**config.mk**
```make
export PLATFORM = sky130hd
export DESIGN_NAME = mem_bus_arbiter
export DESIGN_NICKNAME = d
export VERILOG_FILES = /design/src/rtl/mem_bus_arbiter.sv
export SDC_FILE = /design/constraint.sdc
export NUM_CORES = 1
export LEC_CHECK = 0
export BUFFER_PORTS_ARGS = -buffer_cell sky130_fd_sc_hd__buf_4
export CAP_MARGIN = 10
export CORE_ASPECT_RATIO = 2
export CORE_MARGIN = 1
export CORE_UTILIZATION = 44
export DETAILED_ROUTE_END_ITERATION = 6
export PLACE_DENSITY = 0.8
export SLEW_MARGIN = 30
export SYNTH_ARGS = -nofsm -noshare
export SYNTH_HDL_FRONTEND = slang
export SYNTH_SLANG_ARGS = --single-unit
```
**constraint.sdc**
```tcl
create_clock -name clk -period 2.05 [get_ports clk]
set_input_delay 0.205 -clock clk [delete_from_list [all_inputs] [get_ports clk]]
set_output_delay 0.205 -clock clk [all_outputs]
set_load 0.01 [all_outputs]
```
**src/rtl/mem_bus_arbiter.sv**
```systemverilog
// CPU memory bus arbiter: exec/fetch arbitration with fetch starvation guard,
// plus the OAM DMA sequencer that halts the CPU and copies one page to OAM.
module mem_bus_arbiter #(
   parameter int                    ADDR_WIDTH   = 16,
   parameter int                    REG_WIDTH    = 8,
   parameter logic [ADDR_WIDTH-1:0] OAM_PORT     = 16'h2004,
   parameter int                    DMA_LEN      = 256,
   parameter int                    STARVE_LIMIT = 4
) (
   input  logic                  clk,
   input  logic                  reset_n,
   input  logic                  fetch_req,
   input  logic [ADDR_WIDTH-1:0] fetch_addr,
   output logic                  fetch_gnt,
   input  logic                  exec_req,
   input  logic                  exec_we,
   input  logic [ADDR_WIDTH-1:0] exec_addr,
   input  logic [REG_WIDTH-1:0]  exec_wdata,
   output logic                  exec_gnt,
   input  logic                  dma_start,
   input  logic [REG_WIDTH-1:0]  dma_page,
   output logic [ADDR_WIDTH-1:0] bus_addr,
   output logic                  bus_we,
   output logic [REG_WIDTH-1:0]  bus_wdata,
   input  logic [REG_WIDTH-1:0]  bus_rdata,
   output logic [1:0]            rdata_owner,
   output logic                  cpu_halt,
   output logic                  dma_busy
);

   localparam int IDX_W = 8;
   localparam int SW    = $clog2(STARVE_LIMIT + 1);

   typedef enum logic [2:0] {S_IDLE, S_HALT, S_ALIGN, S_READ, S_WRITE} dma_state_e;

   dma_state_e           state_q, state_d;
   logic [REG_WIDTH-1:0] page_q, page_d;
   logic [IDX_W-1:0]     idx_q, idx_d;
   logic [SW-1:0]        starve_cnt_q, starve_cnt_d;
   logic                 parity_q, parity_d;
   logic [1:0]           rdata_owner_q, rdata_owner_d;

   logic                  starve_win;
   logic [ADDR_WIDTH-1:0] read_addr;

   assign starve_win = (starve_cnt_q == SW'(STARVE_LIMIT)) && fetch_req;
   assign read_addr  = ADDR_WIDTH'({page_q, idx_q});

   // Grants: gated by reset so nothing reaches memory while reset_n is low.
   always_comb begin
      fetch_gnt = 1'b0;
      exec_gnt  = 1'b0;
      if (reset_n) begin
         case (state_q)
            S_IDLE: begin
               if (exec_req && !starve_win) exec_gnt = 1'b1;
               else if (fetch_req)          fetch_gnt = 1'b1;
            end
            S_HALT:  exec_gnt = exec_req && exec_we;
            default: ;
         endcase
      end
   end

   always_comb begin
      bus_addr  = fetch_addr;
      bus_we    = 1'b0;
      bus_wdata = '0;
      if (exec_gnt) begin
         bus_addr  = exec_addr;
         bus_we    = exec_we;
         bus_wdata = exec_we ? exec_wdata : '0;
      end else if (reset_n && state_q == S_READ) begin
         bus_addr = read_addr;
      end else if (reset_n && state_q == S_WRITE) begin
         bus_addr  = OAM_PORT;
         bus_we    = 1'b1;
         bus_wdata = bus_rdata;
      end
   end

   always_comb begin
      state_d  = state_q;
      page_d   = page_q;
      idx_d    = idx_q;
      parity_d = ~parity_q;
      case (state_q)
         S_IDLE: begin
            if (dma_start) begin
               page_d  = dma_page;
               idx_d   = '0;
               state_d = S_HALT;
            end
         end
         // Wait out any store still being granted, then align to the read slot.
         S_HALT: begin
            if (!(exec_req && exec_we)) state_d = parity_q ? S_ALIGN : S_READ;
         end
         S_ALIGN: state_d = S_READ;
         S_READ:  state_d = S_WRITE;
         S_WRITE: begin
            idx_d   = idx_q + 1'b1;
            state_d = (idx_q == IDX_W'(DMA_LEN - 1)) ? S_IDLE : S_READ;
         end
         default: state_d = S_IDLE;
      endcase
   end

   always_comb begin
      starve_cnt_d = starve_cnt_q;
      if (!fetch_req || fetch_gnt)                starve_cnt_d = '0;
      else if (starve_cnt_q != SW'(STARVE_LIMIT)) starve_cnt_d = starve_cnt_q + 1'b1;
   end

   always_comb begin
      rdata_owner_d = 2'd0;
      if (fetch_gnt)                   rdata_owner_d = 2'd1;
      else if (exec_gnt && !exec_we)   rdata_owner_d = 2'd2;
      else if (state_q == S_READ)      rdata_owner_d = 2'd3;
   end

   always_ff @(posedge clk) begin
      if (!reset_n) begin
         state_q       <= S_IDLE;
         page_q        <= '0;
         idx_q         <= '0;
         starve_cnt_q  <= '0;
         parity_q      <= 1'b0;
         rdata_owner_q <= 2'd0;
      end else begin
         state_q       <= state_d;
         page_q        <= page_d;
         idx_q         <= idx_d;
         starve_cnt_q  <= starve_cnt_d;
         parity_q      <= parity_d;
         rdata_owner_q <= rdata_owner_d;
      end
   end

   assign rdata_owner = rdata_owner_q;
   assign cpu_halt    = (state_q != S_IDLE);
   assign dma_busy    = (state_q != S_IDLE);

endmodule

```
==> results of run 1 <==
-- kinds of logic (layout without fill, tap and decap cells) --
group / count (synthesis) / after routing / share of synthesized area (%)
flops: 25 / 25 / 29.9
compound gates: 58 / 58 / 27.6
xor+xnor: 1 / 1 / 0.524
simple gates: 75 / 76 / 22.7
mux: 17 / 17 / 11.3
buf+inv: 20 / 125 / 5.68
fa+ha+maj: 3 / 3 / 2.24
-- per-layer routing --
metal | up-vias | share of wire, % | wire, um | GRT usage (%)
li1 | 942 | - | - | -
met3 | 14 | 5.0 | 320 | 4.44
met2 | 80 | 59 | 3750 | 56.2
met1 | 936 | 34 | 2170 | 28.4
met4 | 0 | 1.9 | 123 | 15.4
met5 | - | 0 | 0 | 0
-- timing repair --
action | in CTS | in global routing
endpoints found under the setup margin | 25 | 25
gates resized for setup | 43 | 18
buffers inserted | 10 | 1
pin swaps | 4 | 8
gates cloned | 2 | 1
-- power breakdown --
| part | switching [mW] | internal (mW) |
|---|---|---|
| clock network | 0.179 | 0.143 |
| logic | 0.256 | 0.346 |
| registers | 0.0218 | 0.512 |
| total | 0.457 | 1.00 |
-- path summary, 6_finish.rpt --
check               from           to  slack (ns)  cells after the start
min          dma_page[2]    page_q[2]        0.18                      3
max reg2reg   state_q[2]     idx_q[6]        0.31                      5
max           state_q[2]  bus_addr[5]       -0.12                      8
min reg2reg     parity_q     parity_q        0.42                      1
-- per-stage QoR --
stage          hold WS (ns)  total power, mW  setup slack (ns)  TNS (ns)  util [%]
2_1_floorplan         0.350            0.780             0.180         0         -
3_3_place_gp          0.401             1.00            0.0708         0      68.3
3_5_place_dp          0.407             1.01           -0.0665    -0.667      68.3
4_1_cts               0.176             1.45            -0.179     -2.55      79.0
5_1_grt               0.181             1.52            -0.182     -2.59      79.6
6_report              0.175             1.46            -0.123     -1.58      79.6
-- flip-flops by register name, summed over array words and instances (netlist names) --
signal / flops
idx_q: 8
state_q: 3
parity_q: 1
starve_cnt_q: 3
page_q: 8
rdata_owner: 2
-- area by class of cell --
cell class / instances / area [um^2]
sequential: 25 / 507
timing repair buffer: 115 / 985
clock buffer: 3 / 41.3
inverter: 6 / 27.5
clock inverter: 1 / 8.76
tap: 49 / 61.3
fill: 247 / 737
multi-input combinational: 155 / 1240
-- worst register-to-register path: cells and delay by family, from the launching register on --
kind / cells / cell delay, ns
flip-flops: 1 / 0.35
AO/OA/AOI/OAI: 1 / 0.14
buffers and inverters: 2 / 0.27
AND/OR/NAND/NOR: 2 / 0.93
-- cells in the final DEF, fill, tap and decap left out, drive strengths merged --
| cell | n |
|---|---|
| or3 | 2 |
| ha | 3 |
| dfxtp | 25 |
| nor3 | 5 |
| a21o | 2 |
| nor2 | 11 |
| o2111a | 1 |
| nor3b | 2 |
| nand2b | 3 |
| nand2 | 30 |
| o21ai | 4 |
| xnor2 | 1 |
| inv | 7 |
| a31oi | 1 |
| o22a | 1 |
| and2 | 2 |
| or4 | 1 |
| o311ai | 1 |
| and4bb | 2 |
| or3b | 1 |
| buf | 115 |
| a22o | 14 |
| or2 | 3 |
| o21a | 2 |
| a21oi | 6 |
| clkbuf | 3 |
| mux2i | 2 |
| a22oi | 1 |
| mux2 | 15 |
| and3 | 2 |
| a32o | 8 |
| o211ai | 1 |
| o22ai | 2 |
| nor2b | 4 |
| nand4 | 1 |
| a21boi | 14 |
| nand3 | 7 |
==> results by group, run 1 <==
Outcome
  – Status: finished with violations
  – Failing checks: negative setup slack

STA
  – Slew headroom: approximately two thirds
  – Peak Freq: roughly 0.46 GHz
  – Max Slew Vio Count: 0
  – Worst slew pin tran: 0.484 ns
  – Fin crit share: 106%
  – Final Setup Violations: 16
  – Fin. Hold Viols: 0
  – Fin worst setup slack: -0.123 ns
  – Worst Skew: roughly 0.0064 ns
  – Unrepaired setup endpoints after global routing: yes
  – Final min period: between 2 and 2.5 ns

Clock network
  – Longest Clk Path Bufs: 2
  – Clock sink count: 25
  – CTS tree: done
  – TritonCTS Buffers: 3
  – Clock slew at reported path FFs: 0.10 ns
  – CTS Hold Bufs: 0
  – H-Tree Depth: 1
  – Clock latency on the worst-skew pair: 0.28 ns
  – CTS Root Buffer Type: clkbuf_8

Placement
  – Placed Cells: 339
  – Gpl congestion: about 0.83
  – Port Buffers: between 90 and 100
  – Placed cell area: 2460 um^2
  – DP HPWL: slightly below 4000 um

Critical path
  – Crit-path max FO: 7
  – CP required: around 1.9 ns
  – CP max-delay cell: dfxtp_2
  – Crit-path max cell delay: 0.34 ns
  – Setup CP Type: reg -> out
  – Most used cell, CP: buf_6
  – Top delay family on crit path: buffers and inverters
  – Startpoint types: register
  – Crit path DAT: 1.97 ns
  – Buf/Inv on CP: 4
  – Crit. End Element: output pin
  – Crit-path cells: buf_6, and4bb_2, nand2_4, a21boi_4, buf_6, buf_12, mux2_4, buf_6

Detailed routing
  – WL/cell: 18.0 um
  – First DRT Iteration DRCs: 66
  – DRT Pass-1 Iters: 4
  – DRC violations left: 0
  – Antenna-violating nets left: 0
  – Post-Route WL: 6360 um
  – Vias: 1972
  – Vias per Instance: 5.57

Global routing
  – Via count of the first global-routing pass: about 1900
  – Grt ovf: 0
  – Largest net degree at the start of global routing: 17
  – GRT Resource Usage Total: between 20% and 30%
  – First-pass GRT wire length: around 8800 um
  – Antenna violations before repair: 0

Final layout
  – Share of cells above drive strength 1: 51.8%
  – Antenna cells: 0
  – Nets: 371
  – Fin cells: around 350
  – Design Area, Final: 2870 um^2
  – Synthesis-to-finish area growth: 71.6%

Yosys
  – Syn Nets: 264
  – Syn avg cell area: about 8.4 um^2
  – Ys async rst share: 0%
  – Top post-synthesis cells by count: nand2_1 (30), dfxtp_1 (25), mux2_2 (15)
  – Synth area leaders: dfxtp_1 (30%), mux2_2 (10%), a22o_1 (7.3%), nand2_1 (6.7%), a21boi_0 (5.4%)
  – Post-synth EDFFs: 0
  – Post-synth top area cell: dfxtp_1
  – Seq/Total Area, Yosys: 29.9%
  – Post-Synthesis Cells: 199
  – Syn. warnings: 0
  – Post-Syn Area: about 1700 um^2
  – Distinct cells, synth: 44
  – Top_reg_cell synth: dfxtp_1
  – Most common cell in the netlist: nand2_1
  – Post-synth top area share: roughly 30%
  – Synth Register Bits: 25

Pwr
  – Pwr Density: 508 nW/um^2
  – Peak supply drop: 521 uV
  – P_leak: 1.34 nW

Floorplan
  – Die ar.: 4070 um^2
  – Chip width: 45.6 um
  – Ports: 93
  – Placeable Area: 3610 um^2
  – Initial Utilization: 46.4%
  – Die Ht: 89.2 um
  – FP Rows: 31

Flow run
  – Max Cap Violations: 0

Hold path
  – HP Class: in -> reg
No activity file was read; power rests on OpenSTA's default activity.
==> run 2: changes to the inputs <==
--- a/config.mk
+++ b/config.mk
@@ -6,12 +6,14 @@
 export NUM_CORES = 1
 export LEC_CHECK = 0
 export BUFFER_PORTS_ARGS = -buffer_cell sky130_fd_sc_hd__buf_4
-export CAP_MARGIN = 10
+export CAP_MARGIN = 25
+export CELL_PAD_IN_SITES_DETAIL_PLACEMENT = 1
+export CELL_PAD_IN_SITES_GLOBAL_PLACEMENT = 2
 export CORE_ASPECT_RATIO = 2
 export CORE_MARGIN = 1
-export CORE_UTILIZATION = 44
+export CORE_UTILIZATION = 23
 export DETAILED_ROUTE_END_ITERATION = 6
-export PLACE_DENSITY = 0.8
+export PLACE_DENSITY_LB_ADDON = 0.1
 export SLEW_MARGIN = 30
 export SYNTH_ARGS = -nofsm -noshare
 export SYNTH_HDL_FRONTEND = slang
==> results by group, run 2 (synthesized netlist as in run 1, its figures left out) <==
Outcome
  – Status: finished with violations (unchanged)
  – Failing checks: negative setup slack (unchanged)

Pwr
  – Peak supply drop: 426 uV (was 521 uV)
  – Pwr Density: 541 nW/um^2 (was 508 nW/um^2)
  – P_leak: 1.39 nW (was 1.34 nW)
  – Total power: 1.60 mW (was 1.46 mW)

Global routing
  – Grt ovf: 0 (unchanged)
  – Antenna violations before repair: 0 (unchanged)
  – First-pass GRT wire length: 10400 um (was 8780 um)
  – GRT Resource Usage Total: 17.6% (was 29.5%)
  – Via count of the first global-routing pass: 2025 (was 1932)
  – Largest net degree at the start of global routing: 21 (was 17)

Clock network
  – Clock sink count: 25 (unchanged)
  – CTS Root Buffer Type: clkbuf_16 (was clkbuf_8)
  – TritonCTS Buffers: 3 (unchanged)
  – H-Tree Depth: 1 (unchanged)
  – CTS Hold Bufs: 0 (unchanged)
  – CTS tree: done (unchanged)
  – Clock latency on the worst-skew pair: 0.26 ns (was 0.28 ns)
  – Longest Clk Path Bufs: 2 (unchanged)
  – Clock slew at reported path FFs: 0.07 ns (was 0.10 ns)

STA
  – Max Slew Vio Count: 0 (unchanged)
  – Unrepaired setup endpoints after global routing: yes (unchanged)
  – Peak Freq: 0.457 GHz (was 0.460 GHz)
  – Fin crit share: 107% (was 106%)
  – Final Setup Violations: 25 (was 16)
  – Min Hold Slack: 0.200 ns (was 0.175 ns)
  – Worst slew pin tran: 0.595 ns (was 0.484 ns)
  – Worst Skew: 0.00161 ns (was 0.00636 ns)
  – Fin worst setup slack: -0.138 ns (was -0.123 ns)
  – Final min period: 2.19 ns (was 2.17 ns)
  – Slew headroom: 59.9% (was 67.4%)
  – Sum of negative setup slack: -2.29 ns (was -1.58 ns)
  – Fin. Hold Viols: 0 (unchanged)

Final layout
  – Fill count: 834 (was 247)
  – Synthesis-to-finish area growth: 77.3% (was 71.6%)
  – Register area: 507 um^2 (unchanged)
  – Design Area, Final: 2970 um^2 (was 2870 um^2)
  – Top Registers: idx_q (8), page_q (8) (unchanged)
  – Commonest non-fill, non-tap cell in the layout: buf_4 (unchanged)
  – Multi-input logic area: 1190 um^2 (was 1240 um^2)
  – Commonest non-fill, non-tap cells in the layout: buf_4 (86), nand2_1 (29), buf_6 (26) (was buf_4 (93), nand2_1 (29), dfxtp_1 (20))
  – Antenna cells: 0 (unchanged)
  – Share of cells above drive strength 1: 52.4% (was 51.8%)
  – Fin util: 42.4% (was 79.6%)
  – Nets: 373 (was 371)
  – Fin cells: 397 (was 354)

Hold path
  – HP Class: in -> reg (unchanged)
  – Hold Crit Depth: 3 (unchanged)
  – Hold endpoint: page_q[0] (was page_q[2])
  – Hold wc startpoint: dma_page[0] (was dma_page[2])

Detailed routing
  – Antenna-violating nets left: 0 (unchanged)
  – WL/cell: 17.4 um (was 18.0 um)
  – Post-Route WL: 6900 um (was 6360 um)
  – Vias: 1937 (was 1972)
  – Vias per Instance: 4.88 (was 5.57)
  – First DRT Iteration DRCs: 51 (was 66)
  – DRC violations left: 0 (unchanged)
  – DRT Pass-1 Iters: 4 (unchanged)

Critical path
  – Setup CP Type: reg -> out (unchanged)
  – CP max-delay cell: dfxtp_2 (unchanged)
  – Crit-path max FO: 7 (unchanged)
  – Reg-to-reg slack, setup: 0.30 ns (was 0.31 ns)
  – Reg2reg start: state_q[1] (was state_q[2])
  – Crit-path max cell delay: 0.34 ns (about the same)
  – R2R cell count: 5 (unchanged)
  – Startpoint types: register (unchanged)
  – FF-to-FF End: idx_q[6] (unchanged)
  – CP required: 1.85 ns (about the same)
  – Crit-path cells: buf_6, nor3_4, nand3_2, a21boi_4, buf_12, buf_12, mux2_4, buf_6 (was buf_6, and4bb_2, nand2_4, a21boi_4, buf_6, buf_12, mux2_4, buf_6)
  – Crit. End Element: output pin (unchanged)
  – Crit path DAT: 1.98 ns (was 1.97 ns)

Floorplan
  – FP Rows: 43 (was 31)
  – Placeable Area: 6990 um^2 (was 3610 um^2)
  – Chip width: 62.3 um (was 45.6 um)
  – Die ar.: 7640 um^2 (was 4070 um^2)
  – Die Ht: 123 um (was 89.2 um)
  – Ports: 93 (unchanged)
  – Initial Utilization: 23.9% (was 46.4%)

Placement
  – Placed Cells: 380 (was 339)
  – Port Buffers: 92 (unchanged)
  – Placed cell area: 2510 um^2 (was 2460 um^2)
  – Setup WS pre-CTS: -0.113 ns (was -0.0665 ns)
  – Gpl congestion: 0.711 (was 0.832)
  – DP HPWL: 5110 um (was 3860 um)

Flow run
  – Max Cap Violations: 0 (unchanged)
==> run 2: cell count changes in the layout (fill, tap and decap cells not counted), moves of 2 or more <==
cell / change
buf_6: +9
buf_4: -7
a32o_1: -4
a32o_2: +4
clkbuf_16: +3
clkbuf_8: -3
inv_6: -2
nand3_2: +2
nand3_4: -2
o22ai_1: +2
==> run 2: how the worst max path moves through the flow <==
stage	slack, ns	endpoint	start	cells after the start
after floorplan	0.18	bus_addr[10]	starve_cnt_q[0]	7
after global placement	-0.03	bus_addr[10]	state_q[2]	6
after detailed placement	-0.11	bus_addr[10]	state_q[2]	6
after CTS	-0.13	bus_addr[12]	state_q[2]	8
after global routing	-0.23	bus_addr[13]	state_q[1]	9
final	-0.14	bus_addr[4]	state_q[1]	8
==> run 2: layout make-up <==
type | count | share of cell area [%]
Clock buffer | 3 | 2.53
Clock inverter | 1 | 0.169
Inverter | 6 | 0.844
Multi-Input combinational cell | 155 | 40.3
Sequential cell | 25 | 17.1
Tap cell | 90 | 3.80
Timing Repair Buffer | 117 | 35.3
==> run 2: layer usage <==
layer  routed length (um)  share of wire, %  track usage (%)
met1                 2420                35             17.3
met2                 4110                60             37.0
met3                  284               4.1             2.32
met4                   79               1.1             5.23
met5                    0                 0                0
==> run 2: power breakdown <==
group | internal (mW) | switching, mW | leakage, nW
clock network | 0.263 | 0.182 | 0.0409
registers | 0.512 | 0.0184 | 0.206
logic | 0.371 | 0.257 | 1.15
total | 1.15 | 0.457 | 1.39
==> run 2: critical path, delay by kind of cell (launching register included) <==
| family | cells | cell delay [ns] |
|---|---|---|
| AND/OR/NAND/NOR | 2 | 0.33 |
| flip-flops | 1 | 0.34 |
| AO/OA/AOI/OAI | 1 | 0.23 |
| multiplexers | 1 | 0.30 |
| buffers and inverters | 4 | 0.51 |
==> run 2: timing repair <==
action | CTS | global route
resized for setup | 49 | 14
setup endpoints to repair | 25 | 25
buffers inserted | 7 | 4
cloned | 2 | 1
pin swaps | 12 | 9
